## src/rtl/host_byte_word_packer.sv

```systemverilog
// Host byte-to-word packer feeding the 16-bit write port of the VRAM copy FIFO.
// The first byte of a pair becomes the low byte. Optional PACKER_OVERRUN_EN adds rejected-write tracking.
module host_byte_word_packer #(
  parameter logic [7:0] PAD_BYTE = 8'h00,
  parameter int         CNT_W    = 16
) (
  input  logic             clk,
  input  logic             rst,
  input  logic [7:0]       host_data,
  input  logic             host_wr,
  input  logic             host_flush,
  output logic             host_ready,
  output logic [15:0]      fifo_din,
  output logic             fifo_wr,
  input  logic             fifo_full,
  output logic [CNT_W-1:0] words_pushed,
  output logic             idle
`ifdef PACKER_OVERRUN_EN
  ,
  input  logic             overrun_clr,
  output logic             overrun,
  output logic [7:0]       drop_count
`endif
);

  // State encoding is {pend_valid, lo_valid}.
  typedef enum logic [1:0] {
    S_EMPTY   = 2'b00,
    S_HAVE_LO = 2'b01,
    S_PEND    = 2'b10,
    S_PEND_LO = 2'b11
  } state_t;

  localparam logic [CNT_W-1:0] CNT_ONE = {{(CNT_W-1){1'b0}}, 1'b1};

  state_t             state_q, state_d;
  logic [7:0]         lo_byte_q, lo_byte_d;
  logic [15:0]        pend_word_q, pend_word_d;
  logic [CNT_W-1:0]   words_pushed_q, words_pushed_d;
  logic               flush_req_q, flush_req_d;

  logic lo_valid, pend_valid;
  logic lo_valid_d, pend_valid_d;
  logic drain_now, slot_free, wr_acc;

  assign lo_valid   = state_q[0];
  assign pend_valid = state_q[1];

  // The pending slot is usable on this edge if it is empty or its word drains now.
  assign drain_now  = pend_valid & ~fifo_full;
  assign slot_free  = ~pend_valid | drain_now;
  assign host_ready = ~lo_valid | slot_free;
  assign wr_acc     = host_wr & host_ready;

  assign fifo_wr      = drain_now;
  assign fifo_din     = pend_word_q;
  assign words_pushed = words_pushed_q;
  assign idle         = ~lo_valid & ~pend_valid & ~flush_req_q;

  always_comb begin
    lo_valid_d     = lo_valid;
    pend_valid_d   = pend_valid;
    lo_byte_d      = lo_byte_q;
    pend_word_d    = pend_word_q;
    flush_req_d    = flush_req_q;
    words_pushed_d = words_pushed_q;

    if (drain_now) begin
      pend_valid_d   = 1'b0;
      words_pushed_d = words_pushed_q + CNT_ONE;
    end

    if (wr_acc && !lo_valid) begin
      // A flush arriving with a low byte pads that byte on a later edge.
      lo_byte_d   = host_data;
      lo_valid_d  = 1'b1;
      flush_req_d = host_flush;
    end else if (wr_acc && lo_valid) begin
      // Completing a word makes any flush (new or latched) a no-op.
      pend_word_d  = {host_data, lo_byte_q};
      pend_valid_d = 1'b1;
      lo_valid_d   = 1'b0;
      flush_req_d  = 1'b0;
    end else if (lo_valid && (host_flush || flush_req_q)) begin
      if (slot_free) begin
        pend_word_d  = {PAD_BYTE, lo_byte_q};
        pend_valid_d = 1'b1;
        lo_valid_d   = 1'b0;
        flush_req_d  = 1'b0;
      end else begin
        flush_req_d  = 1'b1;
      end
    end

    state_d = state_t'({pend_valid_d, lo_valid_d});
  end

  always_ff @(posedge clk or posedge rst) begin
    if (rst) begin
      state_q        <= S_EMPTY;
      lo_byte_q      <= 8'h00;
      pend_word_q    <= 16'h0000;
      words_pushed_q <= '0;
      flush_req_q    <= 1'b0;
    end else begin
      state_q        <= state_d;
      lo_byte_q      <= lo_byte_d;
      pend_word_q    <= pend_word_d;
      words_pushed_q <= words_pushed_d;
      flush_req_q    <= flush_req_d;
    end
  end

`ifdef PACKER_OVERRUN_EN
  function automatic logic [7:0] sat_inc8(input logic [7:0] v);
    return (v == 8'hFF) ? v : v + 8'd1;
  endfunction

  logic       wr_rej;
  logic       overrun_q, overrun_d;
  logic [7:0] drop_count_q, drop_count_d;

  assign wr_rej = host_wr & ~host_ready;

  // A rejected write on the same edge as a clear wins over the clear.
  always_comb begin
    overrun_d    = overrun_q;
    drop_count_d = drop_count_q;
    if (overrun_clr) begin
      overrun_d    = 1'b0;
      drop_count_d = 8'h00;
    end
    if (wr_rej) begin
      overrun_d    = 1'b1;
      drop_count_d = sat_inc8(overrun_clr ? 8'h00 : drop_count_q);
    end
  end

  always_ff @(posedge clk or posedge rst) begin
    if (rst) begin
      overrun_q    <= 1'b0;
      drop_count_q <= 8'h00;
    end else begin
      overrun_q    <= overrun_d;
      drop_count_q <= drop_count_d;
    end
  end

  assign overrun    = overrun_q;
  assign drop_count = drop_count_q;
`endif

endmodule

```

## config.mk

```make
export PLATFORM = sky130hd
export DESIGN_NAME = host_byte_word_packer
export DESIGN_NICKNAME = d
export VERILOG_FILES = /design/src/rtl/host_byte_word_packer.sv
export SDC_FILE = /design/constraint.sdc
export NUM_CORES = 1
export LEC_CHECK = 0
export CORE_UTILIZATION = 35
export DETAILED_ROUTE_END_ITERATION = 10
export GPL_TIMING_DRIVEN = 0
export MAX_ROUTING_LAYER = met4
export SKIP_CTS_REPAIR_TIMING = 1
export SLEW_MARGIN = 40
export SYNTH_ARGS = -nofsm -noshare
export SYNTH_HDL_FRONTEND = slang
export SYNTH_SLANG_ARGS = --single-unit
```

## constraint.sdc

```tcl
create_clock -name clk -period 1.89 [get_ports clk]
set_input_delay 0.189 -clock clk [delete_from_list [all_inputs] [get_ports clk]]
set_output_delay 0.189 -clock clk [all_outputs]
set_load 0.05 [all_outputs]
```

==> impl_results.md, run 1 <==
* Crit-path slowest cell: clkdlybuf4s50_1
* Crit path kind: reg2out
* Synth Flop Type: dfrtp_1
* Finished Layout Cells at 248
* Reg area at 1076 um2
* PD cells at 1811 nW/um2
* Synthesized instance count at 126
* Antenna viol nets, final at 0
* CTS H-Tree Depth at 2
* Slew HR at 65.23%
* Drc violations at 0
* Post-detail-place hpwl at 2340 um
* Starting Density at 36.76%
* Layout cells sized above 1 at 17.68%
* MaxCap Viol Count at 0
* Most frequent cell after synthesis: dfrtp_1
* Worst r2r path cells at 4
* Min-delay worst type: in2async
* Ant. Diodes at 0
* Die height at 72.90 um
* Slew at the pin with the worst max-slew slack at 0.5215 ns
* Final period utilization at 96.16%
* First-pass GRT wire length at 5595 um
* Vias per Instance at 4.746
* First drt pass iteration count at 4
* Core Area at 4786 um2
* CTS Buffer Depth at 2
* # fillers at 425
* GPL Wtd Cong at 0.6675
* Worst R2R End: fifo_din[4]
* Largest net degree at the start of global routing at 44
* Dpl ws at -0.1777 ns
* Post-route minimum period at 1.817 ns
* Final setup skew at 0.005666 ns
* Clock Tree Root: clkbuf_8
* Inst Count DP at 240
* Top cells by count, synth: dfrtp_1, mux2_2, xnor2_1
* I/O pins at 48
* Number of global-route vias before repair at 1166
* RSZ-0062 raised after global routing: false
* Multi-input gate area at 643.1 um2
* Setup ws final at 0.07252 ns
* Critical path's top delay family: buffers and inverters
* Clock transition at the registers of the reported paths at 0.08 ns
* Pleak at 1.092 nW
* DR iter-0 viols at 37
* Maximum VDD drop at 0.7794 mV
* Setup-violating endpoint count in the final report at 0
* Avg Inst Size Synth at 13.96 um2
* Mapped Area at 1759 um2
* Layout Nets at 194
* R2r setup slk at 0.30 ns
* Seq/Total Area, Yosys at 61.17%
* Crit path buf inv count at 1
* Fraction of registers with async set/reset at 100.0%
* Largest stage delay, worst path at 0.85 ns
* Status: finished clean
* Distinct cells, synth at 29
* Critical path data required time at 1.70 ns
* Die Footprint at 5314 um2
* Avg WL per Cell at 13.72 um
* Die W at 72.90 um
* Number of enable flip-flop cells after synthesis at 0
* Synthesized Nets at 140
* GRT overflow at 0
* Critical path arrival at 1.63 ns
* CTS tree: yes
* Initial antenna violation count at 0
* Number of port buffers at 47
* CTS Buf Count at 5
* Layout overhead on the synthesized area at 39.62%
* Area share of the leading cell type in the synthesized netlist at 61.17%
* Slew Limit Fails at 0
* GRT Resource Usage Total at 14.81%
* Routed vias at 1177
* Post-synth top area cell: dfrtp_1
* Fmax at 550.2 MHz
* Reg2reg start: flush_req_q
* Latest clock arrival within the worst-skew pair at 0.29 ns
* #FFs+latches synth at 43
* Startpoint Class: register
* Final Hold Viols at 0
* Maximum fanout along the worst path at 6
* Crit path capture type: output port
* YS warnings at 0
* CP Cell Sequence: clkdlybuf4s50_1
* Sink Count at 43
* Ranking of synthesized cells by area: dfrtp_1, mux2_2, xnor2_1
* Routed WL at 3403 um
* Core Rows at 25
## how the worst max path moves through the flow
stage / from / to / slack (ns) / cells past startpoint
CTS: state_q[1] / fifo_wr / -0.27 / 3
finish: words_pushed[2] / words_pushed[2] / 0.07 / 1
global route: words_pushed[2] / words_pushed[2] / 0.002 / 1
detailed placement: fifo_full / fifo_wr / -0.18 / 4
floorplan: state_q[0] / idle / 0.11 / 2
global placement: fifo_full / fifo_wr / -0.18 / 4
## cell families after synthesis
family,share of synthesized area [%]
flops,61.17
simple gates,12.23
mux,10.88
xor+xnor,7.468
compound gates,5.263
buf+inv,2.276
fa+ha+maj,0.7111
## metrics by stage
step	TNS [ns]	hold slack, ns	cell area [um2]	total power, mW	util (%)
floorplan	0	0.3060	1759	2.963	-
global placement	-6.187	0.4617	2313	3.610	48.34
detailed placement	-0.1788	0.4636	2316	3.652	48.39
CTS	-0.4215	0.3084	2449	4.512	51.16
global route	0	0.3487	2456	4.681	51.32
finish	0	0.2890	2456	4.449	51.32
## power breakdown
part           total [mW]  internal [mW]  switching, mW
Combinational        2.09          0.811           1.27
Sequential           1.53           1.26          0.267
Clock               0.832          0.528          0.304
## layout by cell type (no fill, tap or decap), types with 2 or more instances in the layout
master,instances
buf_2,2
clkbuf_8,5
bufinv_16,2
and3_1,3
xnor2_1,10
nor2_1,2
clkbuf_1,3
a22o_1,8
mux2_2,16
dlymetal6s2s_1,3
xor2_1,5
nand4_1,3
nand2_1,7
nor2b_1,2
clkdlybuf4s50_1,44
dfrtp_1,43
nand3_1,5
inv_1,2
## area by class of cell
type	count	area share, %
Sequential cell	43	43.81
Multi-Input combinational cell	75	26.18
Timing Repair Buffer	47	19.46
Tap cell	67	3.413
Clock buffer	6	2.955
Clock inverter	2	2.445
Buffer	5	1.172
Inverter	3	0.5604
## flip-flops by register name (all words and copies together) (netlist names)
signal and count:
lo_byte_q 8, words_pushed 16, state_q 2, fifo_din 16
flush_req_q 1
## layer usage
layer	wire length (um)	part of all wire (%)	global-route usage, %	vias up
met5	0	0	-	-
met4	57	1.7	5.882	0
met3	219	6.4	4.834	6
met2	1533	45	21.70	42
met1	1592	47	19.00	575
li1	-	-	-	554
(Power assumes the default switching activity.)
==> inputs of run 2 (changes only) <==
--- a/config.mk
+++ b/config.mk
@@ -8,7 +8,6 @@
 export CORE_UTILIZATION = 35
 export DETAILED_ROUTE_END_ITERATION = 10
 export GPL_TIMING_DRIVEN = 0
-export MAX_ROUTING_LAYER = met4
 export SKIP_CTS_REPAIR_TIMING = 1
 export SLEW_MARGIN = 40
 export SYNTH_ARGS = -nofsm -noshare
==> impl_results.md, run 2 (synthesized netlist as in run 1, its figures left out) <==
* Status: finished clean
* First-pass GRT wire length at 5589 um (-0.11%)
* CTS tree: yes
* Fmax at 550.2 MHz (about the same)
* Setup-violating endpoint count in the final report at 0 (unchanged)
* Die W at 72.90 um (unchanged)
* GPL Wtd Cong at 0.6613 (-0.93%)
* Die height at 72.90 um (unchanged)
* CTS Buf Count at 5 (unchanged)
* Latest clock arrival within the worst-skew pair at 0.29 ns (about the same)
* Layout Nets at 194 (unchanged)
* Routed vias at 1176 (-0.085%)
* Die Footprint at 5314 um2 (unchanged)
* Crit-path slowest cell: clkdlybuf4s50_1
* Critical path arrival at 1.63 ns (about the same)
* Post-route minimum period at 1.817 ns (-0.00004670 ns)
* Routed WL at 3407 um (+0.12%)
* Crit path kind: reg2out
* GRT Resource Usage Total at 14.37% (-0.44 points)
* Worst r2r path cells at 4 (unchanged)
* Total chip power at 4.449 mW (about the same)
* CP Cell Sequence: clkdlybuf4s50_1
* Layout overhead on the synthesized area at 39.62% (unchanged)
* DR iter-0 viols at 34 (-8.1%)
* Clock Tree Root: clkbuf_8
* Avg WL per Cell at 13.74 um (+0.12%)
* Utilization after layout at 51.32% (unchanged)
* Maximum fanout along the worst path at 6 (unchanged)
* Antenna viol nets, final at 0 (unchanged)
* CTS Buffer Depth at 2 (unchanged)
* Initial antenna violation count at 0 (unchanged)
* Pleak at 1.092 nW (unchanged)
* Final period utilization at 96.16% (about the same)
* Slew at the pin with the worst max-slew slack at 0.5198 ns (-0.001737 ns)
* Number of port buffers at 47 (unchanged)
* Crit path buf inv count at 1 (unchanged)
* CTS H-Tree Depth at 2 (unchanged)
* Post-detail-place hpwl at 2340 um (unchanged)
* Critical path data required time at 1.70 ns (about the same)
* Largest net degree at the start of global routing at 44 (unchanged)
* Sink Count at 43 (unchanged)
* Startpoint Class: register
* Number of global-route vias before repair at 1169 (+0.26%)
* R2r setup slk at 0.30 ns (about the same)
* Crit path capture type: output port
* Final setup skew at 0.005765 ns (+0.00009945 ns)
* Finished Layout Cells at 248 (unchanged)
* Clock transition at the registers of the reported paths at 0.08 ns (about the same)
* Slew Limit Fails at 0 (unchanged)
* Critical path's top delay family: buffers and inverters
* I/O pins at 48 (unchanged)
* Most frequent cells in the layout: clkdlybuf4s50_1, dfrtp_1, mux2_2
* Hold WS at 0.2888 ns (-0.0002020 ns)
* Reg2reg start: flush_req_q
* Core Rows at 25 (unchanged)
* Starting Density at 36.76% (unchanged)
* GRT overflow at 0 (unchanged)
* Final Hold Viols at 0 (unchanged)
* Worst R2R End: fifo_din[4]
* Commonest non-fill, non-tap cell in the layout: clkdlybuf4s50_1
* Min-delay worst type: in2async
* Layout cells sized above 1 at 17.68% (unchanged)
* Ant. Diodes at 0 (unchanged)
* Core Area at 4786 um2 (unchanged)
* MaxCap Viol Count at 0 (unchanged)
* Drc violations at 0 (unchanged)
* Largest stage delay, worst path at 0.85 ns (about the same)
* Inst Count DP at 240 (unchanged)
* Maximum VDD drop at 0.7792 mV (about the same)
* First drt pass iteration count at 4 (unchanged)
* PD cells at 1811 nW/um2 (about the same)
* Slew HR at 65.24% (about the same)
* RSZ-0062 raised after global routing: false
* Vias per Instance at 4.742 (about the same)
==> run 2: cell counts in the layout (fill, tap and decap cells not counted) <==
Identical to the previous run, type by type.
==> run 2: cell type report <==
type | instances | area (um2)
plain buffers | 5 | 28.78
well taps | 67 | 83.83
repair buffers | 47 | 478.0
flip-flops and latches | 43 | 1076
clock inverters | 2 | 60.06
clock buffers | 6 | 72.57
fillers | 425 | 2330
inverters | 3 | 13.76
multi-input cells | 75 | 643.1
==> run 2: worst max path at each step <==
stage / startpoint / depth (start not counted) / end
floorplan: state_q[0] / 2 / idle
global placement: fifo_full / 4 / fifo_wr
detailed placement: fifo_full / 4 / fifo_wr
CTS: state_q[1] / 3 / fifo_wr
global route: words_pushed[2] / 1 / words_pushed[2]
finish: words_pushed[2] / 1 / words_pushed[2]
==> run 2: through the flow <==
| step | area (um2) | worst slack (ns) | TNS [ns] |
|---|---|---|---|
| after floorplan | 1759 | 0.1102 | 0 |
| after global placement | 2313 | -0.1840 | -6.187 |
| after detailed placement | 2316 | -0.1777 | -0.1788 |
| after CTS | 2449 | -0.2680 | -0.4215 |
| after global routing | 2456 | 0.001627 | 0 |
| final | 2456 | 0.07257 | 0 |
==> run 2: worst register-to-register path, cell delays in order, from the launching register on <==
cell and delay, ns:
dfrtp_1 0.40, or3_4 0.41, nand3_4 0.16, buf_6 0.18, mux2_1 0.32
==> run 2: per-layer routing <==
| metal | GRT usage [%] | vias to the layer above | wire length (um) |
|---|---|---|---|
| met1 | 18.46 | 574 | 1551 |
| met3 | 5.663 | 6 | 260 |
| met5 | 0 | - | 0 |
| li1 | - | 553 | - |
| met4 | 5.882 | 0 | 58 |
| met2 | 21.70 | 43 | 1536 |
==> run 2: power by group <==
part	internal (mW)	switching, mW
logic	0.811	1.28
registers	1.26	0.266
clock network	0.528	0.304
total	2.60	1.85
==> variant 1: new RTL, settings of run 1 <==
Set the parameter `CNT_W` to 14 (it was 16).
--- a/src/rtl/host_byte_word_packer.sv
+++ b/src/rtl/host_byte_word_packer.sv
@@ -2,7 +2,7 @@
 // The first byte of a pair becomes the low byte. Optional PACKER_OVERRUN_EN adds rejected-write tracking.
 module host_byte_word_packer #(
   parameter logic [7:0] PAD_BYTE = 8'h00,
-  parameter int         CNT_W    = 16
+  parameter int         CNT_W    = 14
 ) (
   input  logic             clk,
   input  logic             rst,
Interface: changed (resized words_pushed); port bits go from 48 to 46. The function was not compared with the original's and may differ.
==> variant 1 against run 1 <==
Wire length rose by 1.7%. Setup slack improved by 0.030 ns. Critical endpoint is now words_pushed[0]. Total power fell by 7.1%. Synthesized area fell by 1.5%. First-iteration DRC count rose by 95%. Register-to-register slack improved by 0.04 ns. Sequential cell count fell by 2. Cell area fell by 1.4%. Highest routed layer unchanged.
==> variant 1: results (changes against run 1) <==
Wire length of the first global-routing pass = 5730 um (was 5600 um)
CTS H-Tree Depth = 2 (unchanged)
Sequential share of the synthesized area = 59.2% (was 61.2%)
Pleak = 0.00110 uW (was 0.00109 uW)
Post-DP Area = 2290 um^2 (was 2320 um^2)
Overall Global Routing Usage = 14.9% (was 14.8%)
Register area = 1030 um^2 (was 1080 um^2)
Clk_skew = 0.00517 ns (was 0.00567 ns)
Share of cells above drive strength 1 = 18.3% (was 17.7%)
Fill count = 428 (was 425)
1st-iter DRT viols = 72 (was 37)
WP data arrival = 1.60 ns (was 1.63 ns)
Largest register FFs = 16
Total net switching power = 1760 uW (was 1850 uW)
Number of global-route vias before repair = 1092 (was 1166)
Outcome = completed (unchanged)
PortBufs = 45 (was 47)
Final hold slack = 0.259 ns (was 0.289 ns)
Yosys cell types = 31 (was 29)
Reg2Reg Depth = 4 (unchanged)
Largest net degree at the start of global routing = 24 (was 44)
Avg WL per Cell = 14.0 um (was 13.7 um)
Detailed placer's ending HPWL = 2520 um (was 2340 um)
Pre-CTS setup slack = -0.215 ns (was -0.178 ns)
Layout Nets = 193 (was 194)
Vias/cell = 4.74 (was 4.75)
Ys Warns = 0 (unchanged)
RD Place Congestion = 0.742 (was 0.668)
Actual transition at the worst max-transition pin = 0.522 ns (about the same)
Most instantiated cells after synthesis = dfrtp_1 (41), mux2_2 (9), a22o_1 (8) (was dfrtp_1 (43), mux2_2 (16), xnor2_1 (10))
Top post-synthesis cells by area = dfrtp_1 (59%), mux2_2 (5.8%), a22o_1 (4.0%) (was dfrtp_1 (61%), mux2_2 (10%), xnor2_1 (5.0%))
Worst vdd ir = 0.664 mV (was 0.779 mV)
Flop2flop setup slack = 0.34 ns (was 0.30 ns)
[variant 1: cell type report]
class	instances	area share (%)
Sequential cell	41	42.4
Inverter	6	0.930
Clock inverter	1	1.24
Multi-Input combinational cell	75	27.1
Tap cell	67	3.46
Timing Repair Buffer	46	20.2
Buffer	4	1.19
Clock buffer	7	3.57
[variant 1: logic make-up after synthesis]
logic type / after synthesis / synth area share, %
AO/OA/AOI/OAI: 11 / 5.34
XOR/XNOR: 13 / 6.57
adder cells (fa/ha/maj): 1 / 0.722
buffers and inverters: 10 / 2.96
flip-flops: 41 / 59.2
multiplexers: 16 / 10.8
AND/OR/NAND/NOR: 34 / 14.4
[variant 1: final timing paths]
kind | start | to
max | words_pushed[0] | words_pushed[0]
min | rst | fifo_din[3]
max reg2reg | flush_req_q | fifo_din[4]
min reg2reg | words_pushed[13] | words_pushed[13]
max in group asynchronous | rst | words_pushed[7]
min in group clk | words_pushed[13] | words_pushed[13]
[variant 1: power by group through the flow]
stage	logic [uW]	clock network (uW)	registers [uW]
finish	1970	730	1430
global route	2070	782	1480
CTS	1990	745	1430
detailed placement	1990	0	1450
global placement	1960	0	1430
floorplan	571	0	2200
[variant 1: per-stage QoR]
step                      instances  setup TNS (ns)
after global placement          238           -2.38
after global routing            247               0
after floorplan                 126               0
after CTS                       247          -0.430
final                           247               0
after detailed placement        239          -0.215
[variant 1: routing by layer]
| layer | global-route usage (%) | part of all wire [%] | up-vias | wire length, um |
|---|---|---|---|---|
| li1 | - | - | 559 | - |
| met1 | 20.7 | 49 | 578 | 1710 |
| met2 | 20.9 | 46 | 29 | 1580 |
| met3 | 3.47 | 3.0 | 5 | 105 |
| met4 | 5.88 | 1.8 | 0 | 61 |
| met5 | - | 0 | - | 0 |
==> variant 2: new RTL, flow settings as in run 1 <==
Made on the original files. `words_pushed_q` no longer has a reset.
--- a/src/rtl/host_byte_word_packer.sv
+++ b/src/rtl/host_byte_word_packer.sv
@@ -100,15 +100,17 @@
       state_q        <= S_EMPTY;
       lo_byte_q      <= 8'h00;
       pend_word_q    <= 16'h0000;
-      words_pushed_q <= '0;
       flush_req_q    <= 1'b0;
     end else begin
       state_q        <= state_d;
       lo_byte_q      <= lo_byte_d;
       pend_word_q    <= pend_word_d;
-      words_pushed_q <= words_pushed_d;
       flush_req_q    <= flush_req_d;
     end
+  end
+
+  always_ff @(posedge clk) begin
+    words_pushed_q <= words_pushed_d;
   end
 
 `ifdef PACKER_OVERRUN_EN
Function: differs if rst is asserted again (counterexample within 4 cycles, from zero or initial values and one cycle with rst high); with rst held inactive, the same outputs for 10 cycles.
==> variant 2 against run 1 <==
Cell area is 3.7% higher. Non-clock buffer count fell by 1. Setup slack better by 0.010 ns. Sequential cell count stayed put. Total power rose by 1.3%. Final cell count grew 2.0%. Die area increased by 6.2%. Critical path depth did not move. Wire length increased by 7.0%. Sequential share of layout area rose by 1.6 points. Register-to-register slack got worse by 0.09 ns. Synthesized area increased by 6.4%. Critical endpoint is now words_pushed[4]. Largest power group unchanged.
==> variant 2: results (changes against run 1) <==
Outcome = completed (unchanged)
PortBufs = 47 (unchanged)
Number of synthesized flops with an enable pin = 16 (was 0)
Latest clock arrival within the worst-skew pair = 0.29 ns (about the same)
Sequential share of the synthesized area = 61.8% (was 61.2%)
Clock Tree Buf Depth = 2 (unchanged)
Worst slew margin = 63.7% (was 65.2%)
Pleak = 0.00103 uW (was 0.00109 uW)
Async SR Flop Fraction = 62.8% (was 100%)
Number of global-route vias before repair = 1223 (was 1166)
Clock-pin slew on the worst setup and hold paths = 0.08 ns (about the same)
Flop2flop setup slack = 0.21 ns (was 0.30 ns)
Reg2Reg Depth = 4 (unchanged)
Overall Global Routing Usage = 14.6% (was 14.8%)
Number of antenna violations at the first check in global routing = 0 (unchanged)
1st-iter DRT viols = 71 (was 37)
1st-pass router iterations = 4 (unchanged)
CTS H-Tree Depth = 2 (unchanged)
Layout Nets = 196 (was 194)
CP peak stage delay = 0.85 ns (about the same)
CP top delay family = buffers and inverters (unchanged)
Share of cells above drive strength 1 = 21.9% (was 17.7%)
Final WS setup = 0.0830 ns (was 0.0725 ns)
Vias/cell = 4.96 (was 4.75)
Worst vdd ir = 1.12 mV (was 0.779 mV)
Most instantiated cells after synthesis = dfrtp_1 (27), edfxtp_1 (16), mux2_2 (15) (was dfrtp_1 (43), mux2_2 (16), xnor2_1 (10))
Crit-path slowest cell = clkdlybuf4s50_1 (unchanged)
WP data arrival = 1.62 ns
R2r startpoint = words_pushed[0] (was flush_req_q)
CTS Buf Count = 5 (unchanged)
Wire length of the first global-routing pass = 5850 um (was 5600 um)
Number of diodes = 0 (unchanged)
Yosys cell types = 30 (was 29)
Ys Warns = 0 (unchanged)
Final WL = 3640 um (was 3400 um)
Top post-synthesis cells by area = dfrtp_1 (36%), edfxtp_1 (26%), mux2_2 (9.0%) (was dfrtp_1 (61%), mux2_2 (10%), xnor2_1 (5.0%))
Crit path from = words_pushed[4] (was words_pushed[2])
Largest net degree at the start of global routing = 28 (was 44)
FF-to-FF End = words_pushed[12] (was fifo_din[4])
Fill count = 479 (was 425)
Detailed placer's ending HPWL = 2600 um (was 2340 um)
Synth Net Count = 142 (was 140)
Number of remaining DRC errors = 0 (unchanged)
Worst hold-check path type = in -> async (unchanged)
Crit path max fanout = 5 (was 6)
Post-synth top flop = dfrtp_1 (unchanged)
Clk_skew = 0.00496 ns (was 0.00567 ns)
CTS root buf = clkbuf_8 (unchanged)
Pre-CTS setup slack = -0.613 ns (was -0.178 ns)
CP endpoint = words_pushed[4] (was words_pushed[2])
RD Place Congestion = 0.746 (was 0.668)
Final hold vios = 0 (unchanged)
variant 2: cell count changes after synthesis, moves of 2 or more:
| cell | run 1 | this run |
|---|---|---|
| and3_1 | 3 | 1 |
| edfxtp_1 | 0 | 16 |
| dfrtp_1 | 43 | 27 |
| nor4_2 | 0 | 4 |
| xnor2_1 | 10 | 7 |
| nand4_1 | 3 | 5 |
| nor3_1 | 1 | 3 |
variant 2: layer usage:
layer  up-vias  track usage [%]  part of all wire, %  wire length [um]
met3         6             4.28                  6.2               226
met1       621             17.6                   44              1610
met5         -                -                    0                 0
met4         0             4.32                 0.63                23
li1        580                -                    -                 -
met2        48             23.8                   49              1780
variant 2: final cells by class:
class                   instances  area share, %
plain buffers                   4           1.13
clock buffers                   5           2.70
clock inverters                 3          0.688
inverters                       4          0.590
multi-input cells              77           27.2
flip-flops and latches         43           45.4
well taps                      70           3.44
repair buffers                 47           18.9
variant 2: kinds of logic (layout without fill, tap and decap cells):
family | count (synthesis) | count (layout) | share of synthesized area (%)
AOI/OAI and AO/OA | 11 | 11 | 4.81
xor gates and xnor gates | 14 | 14 | 6.95
adders and majority gates | 1 | 1 | 0.668
buffers and inverters | 8 | 63 | 2.34
DFF | 43 | 43 | 61.8
muxes | 16 | 16 | 9.83
and+or+nand+nor | 35 | 35 | 13.6
variant 2: per-stage QoR:
stage / setup TNS, ns / hold WS (ns) / std cells / cell area, um^2
after CTS: -0.932 / 0.260 / 253 / 2530
final: 0 / 0.255 / 253 / 2550
after global routing: 0 / 0.298 / 253 / 2550
after global placement: -0.589 / 0.485 / 245 / 2440
after detailed placement: -0.613 / 0.493 / 245 / 2440
after floorplan: 0 / 0.242 / 128 / 1890
variant 2: power breakdown:
part           switching, uW  total (uW)  internal (uW)
clock network            306         565            259
logic                   1390        2250            869
registers                298        1690           1390
total                   1990        4510           2520
